<file path="src/rtl/ddr4_lanectrl_delay_seq_if.sv">
// ---------------------------------------------------------------------------
// ddr4_lanectrl_delay_seq_if
// Command/response bundle between the training logic (master) and the
// lane-controller delay-line sequencer (slave).
//   cmd_valid / cmd_ready   : command handshake
//   cmd_op                  : 0 = load (return line to init), 1 = move
//   cmd_sel                 : 0 = RX DQS line, 1 = TX DQS line
//   cmd_dir                 : move direction, 1 = increase delay
//   cmd_taps                : number of move steps (ignored for load)
//   resp_valid              : one-cycle completion pulse
//   resp_oor                : move aborted on out-of-range
//   resp_done_taps          : steps actually applied
// ---------------------------------------------------------------------------
interface ddr4_lanectrl_delay_seq_if #(
  parameter int TAP_W = 8
);
  logic             cmd_valid;
  logic             cmd_ready;
  logic             cmd_op;
  logic             cmd_sel;
  logic             cmd_dir;
  logic [TAP_W-1:0] cmd_taps;
  logic             resp_valid;
  logic             resp_oor;
  logic [TAP_W-1:0] resp_done_taps;

  modport master (
    output cmd_valid, cmd_op, cmd_sel, cmd_dir, cmd_taps,
    input  cmd_ready, resp_valid, resp_oor, resp_done_taps
  );

  modport slave (
    input  cmd_valid, cmd_op, cmd_sel, cmd_dir, cmd_taps,
    output cmd_ready, resp_valid, resp_oor, resp_done_taps
  );
endinterface

</file>
<file path="src/rtl/ddr4_lanectrl_delay_seq.sv">
// ---------------------------------------------------------------------------
// ddr4_lanectrl_delay_seq
// Sequences load/move commands onto the DDR4 lane-controller RX/TX DQS delay
// lines. Every adjustment is wrapped in an HS_IO_CLK_PAUSE window, the tap
// position of each line is tracked, and moves abort on out-of-range.
// Ports:
//   fab_clk_i                     fabric clock (only clock)
//   reset_i                       synchronous active-high reset
//   cmd_if (slave)                command / response bundle
//   tap_pos_rx_o, tap_pos_tx_o    tracked tap position per line
//   delay_line_sel_o              line select, held for the whole command
//   delay_line_load_o             one-cycle load strobe
//   delay_line_direction_o        move direction, held for the whole command
//   delay_line_move_o             one-cycle strobe per step
//   hs_io_clk_pause_o             pause request to lane-ctrl synchroniser
//   rx/tx_delay_line_out_of_range_i  out-of-range flags from lane ctrl
// ---------------------------------------------------------------------------
module ddr4_lanectrl_delay_seq #(
  parameter int TAP_W       = 8,
  parameter int PAUSE_SETUP = 4,
  parameter int MOVE_GAP    = 3,
  parameter int PAUSE_HOLD  = 4
) (
  input  logic             fab_clk_i,
  input  logic             reset_i,
  ddr4_lanectrl_delay_seq_if.slave cmd_if,
  output logic [TAP_W-1:0] tap_pos_rx_o,
  output logic [TAP_W-1:0] tap_pos_tx_o,
  output logic             delay_line_sel_o,
  output logic             delay_line_load_o,
  output logic             delay_line_direction_o,
  output logic             delay_line_move_o,
  output logic             hs_io_clk_pause_o,
  input  logic             rx_delay_line_out_of_range_i,
  input  logic             tx_delay_line_out_of_range_i
);

  // One shared wait counter serves PAUSE_ON, GAP and PAUSE_OFF.
  localparam int CNT_MAX_A = (PAUSE_SETUP > MOVE_GAP) ? PAUSE_SETUP : MOVE_GAP;
  localparam int CNT_MAX   = (CNT_MAX_A > PAUSE_HOLD) ? CNT_MAX_A : PAUSE_HOLD;
  localparam int CNT_W     = $clog2(CNT_MAX + 1);
  localparam logic [CNT_W-1:0] SETUP_LAST = CNT_W'(PAUSE_SETUP - 1);
  localparam logic [CNT_W-1:0] GAP_LAST   = CNT_W'(MOVE_GAP - 1);
  localparam logic [CNT_W-1:0] HOLD_LAST  = CNT_W'(PAUSE_HOLD - 1);

  typedef enum logic [2:0] {
    S_IDLE, S_PAUSE_ON, S_LOAD, S_MOVE, S_GAP, S_PAUSE_OFF, S_RESP
  } state_t;

  state_t           state_q, state_d;
  logic [CNT_W-1:0] cnt_q, cnt_d;
  logic             op_q, op_d;
  logic             sel_q, sel_d;
  logic             dir_q, dir_d;
  logic [TAP_W-1:0] taps_q, taps_d;
  logic [TAP_W-1:0] done_q, done_d;
  logic             oor_q, oor_d;
  logic             clr_pos;   // LOAD: return selected line to 0
  logic             step_pos;  // GAP end without OOR: step selected line
  logic             oor_sel;
  logic [TAP_W-1:0] done_inc;

  // Only the selected line's flag matters, and only on the GAP sample cycle.
  assign oor_sel  = sel_q ? tx_delay_line_out_of_range_i : rx_delay_line_out_of_range_i;
  assign done_inc = done_q + TAP_W'(1);

  always_comb begin
    state_d  = state_q;
    cnt_d    = cnt_q;
    op_d     = op_q;
    sel_d    = sel_q;
    dir_d    = dir_q;
    taps_d   = taps_q;
    done_d   = done_q;
    oor_d    = oor_q;
    clr_pos  = 1'b0;
    step_pos = 1'b0;
    case (state_q)
      S_IDLE: begin
        if (cmd_if.cmd_valid) begin
          op_d    = cmd_if.cmd_op;
          sel_d   = cmd_if.cmd_sel;
          dir_d   = cmd_if.cmd_dir;
          taps_d  = cmd_if.cmd_taps;
          done_d  = '0;
          oor_d   = 1'b0;
          cnt_d   = '0;
          state_d = S_PAUSE_ON;
        end
      end
      S_PAUSE_ON: begin
        if (cnt_q == SETUP_LAST) begin
          cnt_d = '0;
          if (!op_q)             state_d = S_LOAD;
          else if (taps_q != '0) state_d = S_MOVE;
          else                   state_d = S_PAUSE_OFF;
        end else begin
          cnt_d = cnt_q + CNT_W'(1);
        end
      end
      S_LOAD: begin
        clr_pos = 1'b1;
        cnt_d   = '0;
        state_d = S_PAUSE_OFF;
      end
      S_MOVE: begin
        cnt_d   = '0;
        state_d = S_GAP;
      end
      S_GAP: begin
        if (cnt_q == GAP_LAST) begin
          cnt_d = '0;
          if (oor_sel) begin
            oor_d   = 1'b1;
            state_d = S_PAUSE_OFF;
          end else begin
            step_pos = 1'b1;
            done_d   = done_inc;
            state_d  = (done_inc < taps_q) ? S_MOVE : S_PAUSE_OFF;
          end
        end else begin
          cnt_d = cnt_q + CNT_W'(1);
        end
      end
      S_PAUSE_OFF: begin
        if (cnt_q == HOLD_LAST) state_d = S_RESP;
        else                    cnt_d   = cnt_q + CNT_W'(1);
      end
      S_RESP:  state_d = S_IDLE;
      default: state_d = S_IDLE;
    endcase
  end

  always_ff @(posedge fab_clk_i) begin
    if (reset_i) begin
      state_q <= S_IDLE;
      cnt_q   <= '0;
      op_q    <= 1'b0;
      sel_q   <= 1'b0;
      dir_q   <= 1'b0;
      taps_q  <= '0;
      done_q  <= '0;
      oor_q   <= 1'b0;
    end else begin
      state_q <= state_d;
      cnt_q   <= cnt_d;
      op_q    <= op_d;
      sel_q   <= sel_d;
      dir_q   <= dir_d;
      taps_q  <= taps_d;
      done_q  <= done_d;
      oor_q   <= oor_d;
    end
  end

  // Per-line tap trackers: line 0 = RX, line 1 = TX. Steps saturate at both ends.
  for (genvar gi = 0; gi < 2; gi++) begin : g_line
    logic [TAP_W-1:0] pos_q, pos_d;

    always_comb begin
      pos_d = pos_q;
      if (sel_q == 1'(gi)) begin
        if (clr_pos) begin
          pos_d = '0;
        end else if (step_pos) begin
          if (dir_q) pos_d = (pos_q == '1) ? pos_q : pos_q + TAP_W'(1);
          else       pos_d = (pos_q == '0) ? pos_q : pos_q - TAP_W'(1);
        end
      end
    end

    always_ff @(posedge fab_clk_i) begin
      if (reset_i) pos_q <= '0;
      else         pos_q <= pos_d;
    end
  end

  assign tap_pos_rx_o = g_line[0].pos_q;
  assign tap_pos_tx_o = g_line[1].pos_q;

  // Strobes and pause decode straight from the state register.
  logic busy;
  assign busy                   = (state_q != S_IDLE);
  assign cmd_if.cmd_ready       = (state_q == S_IDLE);
  assign hs_io_clk_pause_o      = (state_q == S_PAUSE_ON) || (state_q == S_LOAD) ||
                                  (state_q == S_MOVE) || (state_q == S_GAP);
  assign delay_line_load_o      = (state_q == S_LOAD);
  assign delay_line_move_o      = (state_q == S_MOVE);
  assign delay_line_sel_o       = busy & sel_q;
  assign delay_line_direction_o = busy & dir_q;
  assign cmd_if.resp_valid      = (state_q == S_RESP);
  assign cmd_if.resp_oor        = (state_q == S_RESP) & oor_q;
  assign cmd_if.resp_done_taps  = (state_q == S_RESP) ? done_q : '0;

endmodule

</file>
<file path="src/flat_wrapper.sv">
// flat-port wrapper written by rule: the top's interface ports become plain ports
module ddr4_lanectrl_delay_seq_flat 
#(
  parameter int TAP_W       = 8,
  parameter int PAUSE_SETUP = 4,
  parameter int MOVE_GAP    = 3,
  parameter int PAUSE_HOLD  = 4
)
  (fab_clk_i, reset_i, tap_pos_rx_o, tap_pos_tx_o, delay_line_sel_o, delay_line_load_o, delay_line_direction_o, delay_line_move_o, hs_io_clk_pause_o, rx_delay_line_out_of_range_i, tx_delay_line_out_of_range_i, cmd_if_cmd_valid, cmd_if_cmd_op, cmd_if_cmd_sel, cmd_if_cmd_dir, cmd_if_cmd_taps, cmd_if_cmd_ready, cmd_if_resp_valid, cmd_if_resp_oor, cmd_if_resp_done_taps);
  ddr4_lanectrl_delay_seq_if #(.TAP_W(TAP_W)) cmd_if_i ();
  input  logic fab_clk_i;
  input  logic reset_i;
  output logic [TAP_W-1:0] tap_pos_rx_o;
  output logic [TAP_W-1:0] tap_pos_tx_o;
  output logic delay_line_sel_o;
  output logic delay_line_load_o;
  output logic delay_line_direction_o;
  output logic delay_line_move_o;
  output logic hs_io_clk_pause_o;
  input  logic rx_delay_line_out_of_range_i;
  input  logic tx_delay_line_out_of_range_i;
  input wire logic [$bits(cmd_if_i.cmd_valid)-1:0] cmd_if_cmd_valid;
  input wire logic [$bits(cmd_if_i.cmd_op)-1:0] cmd_if_cmd_op;
  input wire logic [$bits(cmd_if_i.cmd_sel)-1:0] cmd_if_cmd_sel;
  input wire logic [$bits(cmd_if_i.cmd_dir)-1:0] cmd_if_cmd_dir;
  input wire logic [$bits(cmd_if_i.cmd_taps)-1:0] cmd_if_cmd_taps;
  output wire logic [$bits(cmd_if_i.cmd_ready)-1:0] cmd_if_cmd_ready;
  output wire logic [$bits(cmd_if_i.resp_valid)-1:0] cmd_if_resp_valid;
  output wire logic [$bits(cmd_if_i.resp_oor)-1:0] cmd_if_resp_oor;
  output wire logic [$bits(cmd_if_i.resp_done_taps)-1:0] cmd_if_resp_done_taps;
  assign cmd_if_i.cmd_valid = cmd_if_cmd_valid;
  assign cmd_if_i.cmd_op = cmd_if_cmd_op;
  assign cmd_if_i.cmd_sel = cmd_if_cmd_sel;
  assign cmd_if_i.cmd_dir = cmd_if_cmd_dir;
  assign cmd_if_i.cmd_taps = cmd_if_cmd_taps;
  assign cmd_if_cmd_ready = cmd_if_i.cmd_ready;
  assign cmd_if_resp_valid = cmd_if_i.resp_valid;
  assign cmd_if_resp_oor = cmd_if_i.resp_oor;
  assign cmd_if_resp_done_taps = cmd_if_i.resp_done_taps;
  ddr4_lanectrl_delay_seq #(.TAP_W(TAP_W), .PAUSE_SETUP(PAUSE_SETUP), .MOVE_GAP(MOVE_GAP), .PAUSE_HOLD(PAUSE_HOLD)) u_core (.fab_clk_i(fab_clk_i), .reset_i(reset_i), .cmd_if(cmd_if_i), .tap_pos_rx_o(tap_pos_rx_o), .tap_pos_tx_o(tap_pos_tx_o), .delay_line_sel_o(delay_line_sel_o), .delay_line_load_o(delay_line_load_o), .delay_line_direction_o(delay_line_direction_o), .delay_line_move_o(delay_line_move_o), .hs_io_clk_pause_o(hs_io_clk_pause_o), .rx_delay_line_out_of_range_i(rx_delay_line_out_of_range_i), .tx_delay_line_out_of_range_i(tx_delay_line_out_of_range_i));
endmodule
</file>
<file path="config.mk">
export PLATFORM = sky130hd
export DESIGN_NAME = ddr4_lanectrl_delay_seq_flat
export DESIGN_NICKNAME = d
export VERILOG_FILES = /design/src/rtl/ddr4_lanectrl_delay_seq_if.sv /design/src/rtl/ddr4_lanectrl_delay_seq.sv /design/src/flat_wrapper.sv
export SDC_FILE = /design/constraint.sdc
export NUM_CORES = 1
export LEC_CHECK = 0
export CAP_MARGIN = 10
export CORE_MARGIN = 4
export CORE_UTILIZATION = 45
export CTS_BUF_LIST = sky130_fd_sc_hd__clkbuf_4 sky130_fd_sc_hd__clkbuf_8
export CTS_CLUSTER_SIZE = 25
export DETAILED_ROUTE_END_ITERATION = 8
export GPL_TIMING_DRIVEN = 0
export PLACE_DENSITY = 0.7
export SLEW_MARGIN = 20
export SYNTH_ARGS = -nofsm -noshare
export SYNTH_HDL_FRONTEND = slang
export SYNTH_SLANG_ARGS = --single-unit
</file>
<file path="constraint.sdc">
create_clock -name fab_clk_i -period 2.8 [get_ports fab_clk_i]
set_input_delay 0.42 -clock fab_clk_i [delete_from_list [all_inputs] [get_ports fab_clk_i]]
set_output_delay 0.42 -clock fab_clk_i [all_outputs]
set_load 0.005 [all_outputs]
</file>
==> Word-level counts from Yosys, hierarchy flattened <==
Index checks and enable logic that the tools add are counted.
W data, S select, Z words.
{ "totals": {"register_bits": 42, "out_inout_bits": 32, "input_bits": 16} }
{ "classes": {"magnitude_cmp": 1, "bitwise": 4, "reduce_logical": 19, "muxes": 38, "eq_ne": 21, "addsub": 6} }
{ "op_table": {"columns": ["op", "n"], "rows": [
  ["$mux W8", 14],
  ["$mux W3", 12],
  ["$add A8 B1 Y8 const B", 3],
  ["$reduce_and A4 Y1", 5],
  ["$pmux W3 S6", 1],
  ["$eq A8 B8 Y1 const B", 2],
  ["$logic_not A8 Y1", 2],
  ["$pmux W8 S2", 1],
  ["$sub A8 B1 Y8 const B", 2],
  ["$pmux W3 S5", 1],
  ["$eq A3 B2 Y1 const B", 4],
  ["$eq A3 B3 Y1 const B", 3],
  ["$lt A8 B8 Y1", 1],
  ["$mux W1", 8],
  ["$ne A2 B1 Y1 const B", 4],
  ["$reduce_bool A8 Y1", 1],
  ["$ne A2 B2 Y1 const B", 3],
  ["$ne A3 B1 Y1 const B", 2],
  ["$ne A3 B3 Y1 const B", 2],
  ["$reduce_bool A5 Y1", 1],
  ["$reduce_bool A2 Y1", 2],
  ["$add A3 B1 Y3 const B", 1],
  ["$and A1 B1 Y1", 3],
  ["$eq A3 B1 Y1 const B", 1],
  ["other kinds (8)", 10]
]} }

==> Depth between registers and ports, before layout <==
Gate-level depths: netlist of run 1.
{ "depth": {"ltp_word": 6, "ltp_mapped": 10, "ltp_nobuf": 10} }

==> Least setup slack after synthesis of run 1 <==
OpenSTA, ideal clock, no wires.
{ "synth_timing": {"path_kind": "register to register", "start": "register u_core.dir_q", "end": "register u_core.g_line[0].pos_q[7] (netlist: u_core.tap_pos_rx_o[7])", "synth_period_minus_slack_ns": 2.365, "path_buffers": 1, "stages_incl_launch_ff": 9, "arrival_time_ns": 2.238, "path_slack_ns": 0.435, "t_required_ns": 2.674, "setup_time_ns": 0.126, "path_cell_list": "dfxtp_1 > clkbuf_1 > inv_1 > ha_1 > a21oi_1 > o221ai_1 > o41ai_1 > mux2i_1 > nand4_1"} }
{ "synth_via": {"elab_chain_len": 3, "word_cells_on_any_way": 6, "cone_classes": "2 x eq/ne; 3 x mux; 1 x reduce/logical"} }
{ "synth_lines": {"columns": ["element", "line", "source"], "rows": [
  ["start, declared", "ddr4_lanectrl_delay_seq.sv:54", "logic dir_q, dir_d;"],
  ["start signal, assigned", "ddr4_lanectrl_delay_seq.sv:149", "dir_q <= dir_d;"],
  ["$mux W8", "ddr4_lanectrl_delay_seq.sv:166", "if (dir_q) pos_d = (pos_q == '1) ? pos_q : pos_q + TAP_W'(1);"],
  ["$mux W8", "ddr4_lanectrl_delay_seq.sv:165", "end else if (step_pos) begin"],
  ["$mux W8", "ddr4_lanectrl_delay_seq.sv:163", "if (clr_pos) begin"],
  ["end signal, assigned", "ddr4_lanectrl_delay_seq.sv:174", "else pos_q <= pos_d;"],
  ["end, declared", "ddr4_lanectrl_delay_seq.sv:158", "logic [TAP_W-1:0] pos_q, pos_d;"]
]} }
Several ways; a longest one is shown, not always the timed one. The select of a mux whose other input is x is not followed.
A chain may end at the register's enable or synchronous reset.

==> Worst setup path after layout of run 1 <==
{ "layout_timing": {"start": "register u_core.state_q[2]", "end": "output delay_line_load_o"} }
{ "layout_via": {"elab_chain_len": 1} }
{ "layout_lines": {"columns": ["element", "line", "source"], "rows": [
  ["start, declared", "ddr4_lanectrl_delay_seq.sv:50", "state_t state_q, state_d;"],
  ["start signal, assigned", "ddr4_lanectrl_delay_seq.sv:145", "state_q <= state_d;"],
  ["$eq A3 B2 Y1", "ddr4_lanectrl_delay_seq.sv:187", "assign delay_line_load_o = (state_q == S_LOAD);"],
  ["end, declared", "flat_wrapper.sv:16", "output logic delay_line_load_o;"]
]} }
No other way between the ends.

==> metrics.yaml, run 1 <==
outcome: "completed"
ys.flop_type: "dfxtp_1"
io_buffers: 47
start_util_pct: 46.9
track_usage_pct: 19.5
relSlewSlack_pct: 38.5
netlist_top_cells_count: "nand2_1 (46), a21oi_1 (43), dfxtp_1 (42)"
period_share_pct: 93.9
final.setup_skew_ns: 0.0119
layout_min_cycle_time_ns: 2.63
antenna_cells: 0
clkSinkCount: 42
clock_path_buffers: 2
grt_max_degree: 16
placed_cells: 484
ir_worst_vdd_v: 0.000265
drv_cap: 0
fmax_mhz: 380
place_ws_ns: -0.129
leakagePower_uw: 0.00138
dp_hpwl_um: 5330
yosys_warnings: 0
wire_per_inst_um: 14.6
reg2reg_depth: 9
finalHoldViolations: 0
finalMaxSlewViolations: 0
tightest_slew_ns: 0.915
register_area_um2: 841
clkTransAtPathRegs_ns: 0.08
rsz0062_at_grt: "no"
die_h_um: 87.0
cts_hold_buf: 0
r2r_slack_ns: 0.28
core_mm2: 0.00599
fp.dieW_um: 87.0
path_max_fanout: 10
p_int_uw: 1150
combPwrFrac_pct: 37.9
synth_fp_nets: 404
via_count: 2736
rows: 28
required_ns: 2.38
nets: 460
fillers: 580
fin_ws_ns: 0.170
ys_seq_area_share_pct: 29.9
synth_top_cells_by_area: "dfxtp_1 (30%), ha_1 (11%), a21oi_1 (7.7%), nand2_1 (6.1%), inv_1 (3.1%)"
vias_per_cell: 5.54
switching_share_pct: 36.9
clkPwrFrac_pct: 23.1
syn_area_mm2: 0.00281
p_switching_uw: 670
worstSetupStartpoint: "u_core.state_q[2]$_SDFFE_PP0P_"
synth.distinct_cells: 53
path_class: "flip-flop to primary output"
synth_area_leader_cell: "dfxtp_1"
cts_buffers: 5
crit_arrival_ns: 2.21
dieArea_mm2: 0.00757
remaining_drc_errors: 0
setup_violations: 0
drt-initial-drc-count: 155
power_density_mw_per_mm2: 516
synth_top_cell_area_share_pct: 29.9
r2r-start: "u_core.dir_q$_SDFFE_PP0P_"
clk_latency_ns: 0.30
yosysMostFrequentCell: "nand2_1"
cts-root-buf: "clkbuf_8"
final_antenna_net_count: 0
areaGrowthSynthToFinish_pct: 25.4
drtPass1Iterations: 4
io_pins: 48
routabilityCongestion: 0.855
hold_class: "flip-flop to flip-flop"
cp-start-kind: "flip-flop"
async_flop_share_pct: 0
multi_input_area_mm2: 0.00186
grt_pass1_wl_um: 11900
antenna_found_initial: 0
syn_avg_cell_area_um2: 7.76
crit_end: "delay_line_load_o"
cts_tree: "done"
power_frac_seq_pct: 39.0
hold_depth: 2
ys_ff_latch: 42
cts_max_level: 2
r2r_end: "u_core.tap_pos_tx_o[7]$_SDFFE_PP0P_"
grt_pass1_vias: 2574
grt_overflow: 0
finalNonFillerCells: 494
final_layout_size_suffix_gt1_share_pct: 5.73
synth_edf_count: 0
routed_wl_um: 7190
worstSetupEndpointType: "primary output"
syn_inst: 362
-- cells by family after synthesis --
logic type               after synthesis  share of synthesized area (%)
AO/OA/AOI/OAI                         89                           19.6
flip-flops                            42                           29.9
buffers and inverters                 36                           4.86
XOR/XNOR                              12                           3.74
adder cells (fa/ha/maj)               26                           12.1
multiplexers                           4                           1.65
AND/OR/NAND/NOR                      153                           28.1
-- per-layer routing --
metal  GRT usage (%)  share of wire, %
met4            5.95               1.4
met3            3.22               3.7
met5               0                 0
met2            32.4                47
met1            25.7                48
-- flip-flops by register name, summed over array words and instances, names as in the netlist --
signal	cells
u_core.tap_pos_rx_o	8
u_core.taps_q	8
u_core.tap_pos_tx_o	8
u_core.dir_q	1
u_core.sel_q	1
u_core.op_q	1
u_core.state_q	3
u_core.cnt_q	3
u_core.oor_q	1
u_core.done_q	8
-- what timing repair did --
item,CTS,global route
gates cloned,0,0
setup endpoints to repair,13,15
resized for setup,5,4
pin swaps,0,0
setup buffers,2,0
-- cells in the final DEF (no fill, tap or decap), drive strengths merged, types with 12 or more instances in the layout --
| cell type | netlist | layout |
|---|---|---|
| a21oi | 43 | 43 |
| clkbuf | 11 | 18 |
| o21ai | 15 | 15 |
| dfxtp | 42 | 42 |
| ha | 24 | 24 |
| nor3 | 17 | 17 |
| nor2 | 23 | 23 |
| inv | 23 | 22 |
| clkdlybuf4s50 | 0 | 47 |
| nand2 | 46 | 46 |
| and2 | 12 | 12 |
-- worst max-delay path, stage by stage, from the launching register on --
cell and delay, ns:
dfxtp_1 0.30, buf_2 0.17, nor3b_2 0.41, clkbuf_1 0.42, clkdlybuf4s50_1 0.61
-- power groups by stage --
stage	Clock, uW	Combinational [uW]	Sequential, uW
floorplan	0	459	705
global placement	0	647	719
detailed placement	0	664	720
CTS	427	686	707
global route	452	777	717
finish	420	688	709
-- per-stage QoR --
step / hold slack [ns] / utilization [%] / instance area, um2 / power, uW / TNS [ns]
6_report: 0.480 / 58.8 / 3520 / 1820 / 0
4_1_cts: 0.480 / 58.7 / 3520 / 1820 / 0
3_3_place_gp: 0.460 / 56.3 / 3370 / 1370 / -0.211
3_5_place_dp: 0.468 / 56.4 / 3380 / 1380 / -0.641
5_1_grt: 0.503 / 58.8 / 3520 / 1950 / 0
2_1_floorplan: 0.446 / - / 2810 / 1160 / 0
-- layout make-up --
class                   count  area share [%]
well taps                  75            2.67
repair buffers             49            13.8
plain buffers              13            1.49
inverters                  23            2.56
multi-input cells         284            52.9
flip-flops and latches     42            23.9
clock inverters             2           0.355
clock buffers               6            2.35
-- how the worst min path moves through the flow --
stage / to / startpoint / slack (ns)
3_3_place_gp: u_core.taps_q[7]$_SDFFE_PP0P_ / u_core.taps_q[7]$_SDFFE_PP0P_ / 0.46
5_1_grt: u_core.taps_q[2]$_SDFFE_PP0P_ / u_core.taps_q[2]$_SDFFE_PP0P_ / 0.50
2_1_floorplan: u_core.oor_q$_SDFFE_PP0P_ / u_core.oor_q$_SDFFE_PP0P_ / 0.45
6_report: u_core.taps_q[6]$_SDFFE_PP0P_ / u_core.taps_q[6]$_SDFFE_PP0P_ / 0.48
3_5_place_dp: u_core.taps_q[7]$_SDFFE_PP0P_ / u_core.taps_q[7]$_SDFFE_PP0P_ / 0.47
4_1_cts: u_core.taps_q[6]$_SDFFE_PP0P_ / u_core.taps_q[6]$_SDFFE_PP0P_ / 0.48
(Power assumes the default switching activity.)
==> inputs of run 2 (changes only) <==
--- a/config.mk
+++ b/config.mk
@@ -9,3 +9,3 @@
 export CORE_MARGIN = 4
-export CORE_UTILIZATION = 45
+export CORE_UTILIZATION = 43
 export CTS_BUF_LIST = sky130_fd_sc_hd__clkbuf_4 sky130_fd_sc_hd__clkbuf_8
@@ -14,3 +14,3 @@
 export GPL_TIMING_DRIVEN = 0
-export PLACE_DENSITY = 0.7
+export PLACE_DENSITY = 0.67
 export SLEW_MARGIN = 20
==> constraint.sdc (replaced) <==
create_clock -name fab_clk_i -period 3.1 [get_ports fab_clk_i]
set_input_delay 0.31 -clock fab_clk_i [delete_from_list [all_inputs] [get_ports fab_clk_i]]
set_output_delay 0.31 -clock fab_clk_i [all_outputs]
set_load 0.005 [all_outputs]
==> metrics.yaml, run 2 (same netlist as run 1, synthesis figures left out) <==
outcome: "completed"  # unchanged
drtPass1Iterations: 4  # unchanged
vias_per_cell: 5.55  # was 5.54
path_max_fanout: 16  # was 10
multi_input_area_mm2: 0.00185  # was 0.00186 mm2
via_count: 2741  # was 2736
grt_pass1_wl_um: 11700  # was 11900 um
dieArea_mm2: 0.00789  # was 0.00757 mm2
final_cell_mix: "clkdlybuf4s50_1 (47), nand2_1 (46), a21oi_1 (43), dfxtp_1 (42), ha_1 (24)"  # unchanged
hold_class: "flip-flop to flip-flop"  # unchanged
areaGrowthSynthToFinish_pct: 24.9  # was 25.4%
cts-root-buf: "clkbuf_8"  # unchanged
clk_latency_ns: 0.30  # about the same
placed_cells: 486  # was 484
antenna_found_initial: 0  # unchanged
clkSinkCount: 42  # unchanged
remaining_drc_errors: 0  # unchanged
power_frac_seq_pct: 37.6  # was 39.0%
path_class: "flip-flop to flip-flop"  # was flip-flop to primary output
tns_ns: 0  # unchanged
antenna_cells: 0  # unchanged
cts_buffers: 5  # unchanged
io_buffers: 47  # unchanged
crit_arrival_ns: 3.06  # was 2.21 ns
fp.dieW_um: 88.8  # was 87.0 um
worstSetupEndpointType: "flip-flop"  # was primary output
critPathTopFamily: "buffers and inverters"  # unchanged
cts_max_level: 2  # unchanged
r2r_slack_ns: 0.27  # was 0.28 ns
drv_cap: 0  # unchanged
clock_path_buffers: 2  # unchanged
final.setup_skew_ns: 0.00910  # was 0.0119 ns
nets: 458  # was 460
clkPwrFrac_pct: 26.2  # was 23.1%
cts_setup_buffers: 0  # was 2
io_pins: 48  # unchanged
final_antenna_net_count: 0  # unchanged
post-route-util_pct: 55.2  # was 58.8%
layout_min_cycle_time_ns: 2.83
grt_max_degree: 17  # was 16
finalHoldViolations: 0  # unchanged
final_common_cell: "clkdlybuf4s50_1"  # unchanged
path_buf_inv: 2  # was 3
p_int_uw: 1100  # was 1150 uW
core_mm2: 0.00635  # was 0.00599 mm2
cts_tree: "done"  # unchanged
dp_hpwl_um: 5340  # was 5330 um
p_switching_uw: 598  # was 670 uW
relSlewSlack_pct: 40.3  # was 38.5%
finalNonFillerCells: 494  # unchanged
register_area_um2: 841  # unchanged
leakagePower_uw: 0.00136  # was 0.00138 uW
fmax_mhz: 354
period_share_pct: 91.1
final_layout_size_suffix_gt1_share_pct: 4.32  # was 5.73%
tightest_slew_ns: 0.889  # was 0.915 ns
cp-start-kind: "flip-flop"  # unchanged
required_ns: 3.33  # was 2.38 ns
wire_per_inst_um: 14.5  # was 14.6 um
rsz0062_at_grt: "yes"  # was no
cp_cell_sequence: "clkbuf_1 -> inv_1 -> ha_1 -> nand2_1 -> o221ai_1 -> nor3_1 -> or4b_1 -> a21oi_1"  # was buf_2 -> nor3b_2 -> clkbuf_1 -> clkdlybuf4s50_1
die_h_um: 88.8  # was 87.0 um
setup_violations: 0  # unchanged
power_density_mw_per_mm2: 484  # was 516 mW/mm2
grt_overflow: 0  # unchanged
rows: 29  # was 28
combPwrFrac_pct: 36.1  # was 37.9%
cp_slowest_stage_delay_ns: 0.50  # was 0.61 ns
start_util_pct: 44.2  # was 46.9%
crit_slowest_cell: "or4b_1"  # was clkdlybuf4s50_1
routabilityCongestion: 0.779  # was 0.855
drt-initial-drc-count: 147  # was 155
finalMaxSlewViolations: 0  # unchanged
fillers: 616  # was 580
routed_wl_um: 7140  # was 7190 um
track_usage_pct: 18.7  # was 19.5%
ir_worst_vdd_v: 0.000246  # was 0.000265 V
switching_share_pct: 35.2  # was 36.9%
grt_pass1_vias: 2471  # was 2574
clkTransAtPathRegs_ns: 0.08  # about the same
run 2: per-layer routing:
layer / vias to the layer above / wire (um) / track usage, %
met1: 1265 / 3430 / 26.3
met4: 0 / 91 / 5.77
met3: 10 / 238 / 2.70
met5: - / 0 / 0
li1: 1410 / - / -
met2: 56 / 3380 / 29.4
run 2: final timing paths:
| kind | start | end | cells past startpoint |
|---|---|---|---|
| hold reg to reg | u_core.taps_q[0]$_SDFFE_PP0P_ | u_core.taps_q[0]$_SDFFE_PP0P_ | 2 |
| hold / removal | u_core.taps_q[0]$_SDFFE_PP0P_ | u_core.taps_q[0]$_SDFFE_PP0P_ | 2 |
| setup / recovery | u_core.dir_q$_SDFFE_PP0P_ | u_core.tap_pos_rx_o[5]$_SDFFE_PP0P_ | 8 |
| setup reg to reg | u_core.dir_q$_SDFFE_PP0P_ | u_core.tap_pos_rx_o[5]$_SDFFE_PP0P_ | 8 |
run 2: power by group through the flow:
stage	sequential, uW	combinational, uW	clock (uW)
5_1_grt	647	692	475
3_5_place_dp	650	603	0
4_1_cts	638	606	451
6_report	639	613	445
3_3_place_gp	649	589	0
2_1_floorplan	637	415	0
run 2: worst min-delay path: stages (launching register included):
cell and delay [ns]:
dfxtp_1 0.33, nand2_1 0.06, a21oi_1 0.05
run 2: layout make-up:
cell class / count / share of cell area, %
flip-flops and latches: 42 / 24.0
clock inverters: 2 / 1.07
inverters: 23 / 2.46
clock buffers: 6 / 2.18
plain buffers: 13 / 1.43
well taps: 77 / 2.75
repair buffers: 47 / 13.4
multi-input cells: 284 / 52.7
run 2: repair_timing:
| item | CTS | global route |
|---|---|---|
| hold buffers | 0 | 0 |
| setup endpoints to repair | 0 | 11 |
| gates resized for setup | 0 | 2 |
run 2: per-stage QoR:
stage | hold WS, ns | setup WS (ns) | power [uW] | instance area, um2
2_1_floorplan | 0.446 | 0.735 | 1050 | 2810
3_3_place_gp | 0.462 | 0.186 | 1240 | 3370
3_5_place_dp | 0.468 | 0.137 | 1250 | 3380
4_1_cts | 0.480 | 0.0364 | 1690 | 3490
5_1_grt | 0.513 | -0.00884 | 1810 | 3510
6_report | 0.480 | 0.274 | 1700 | 3510
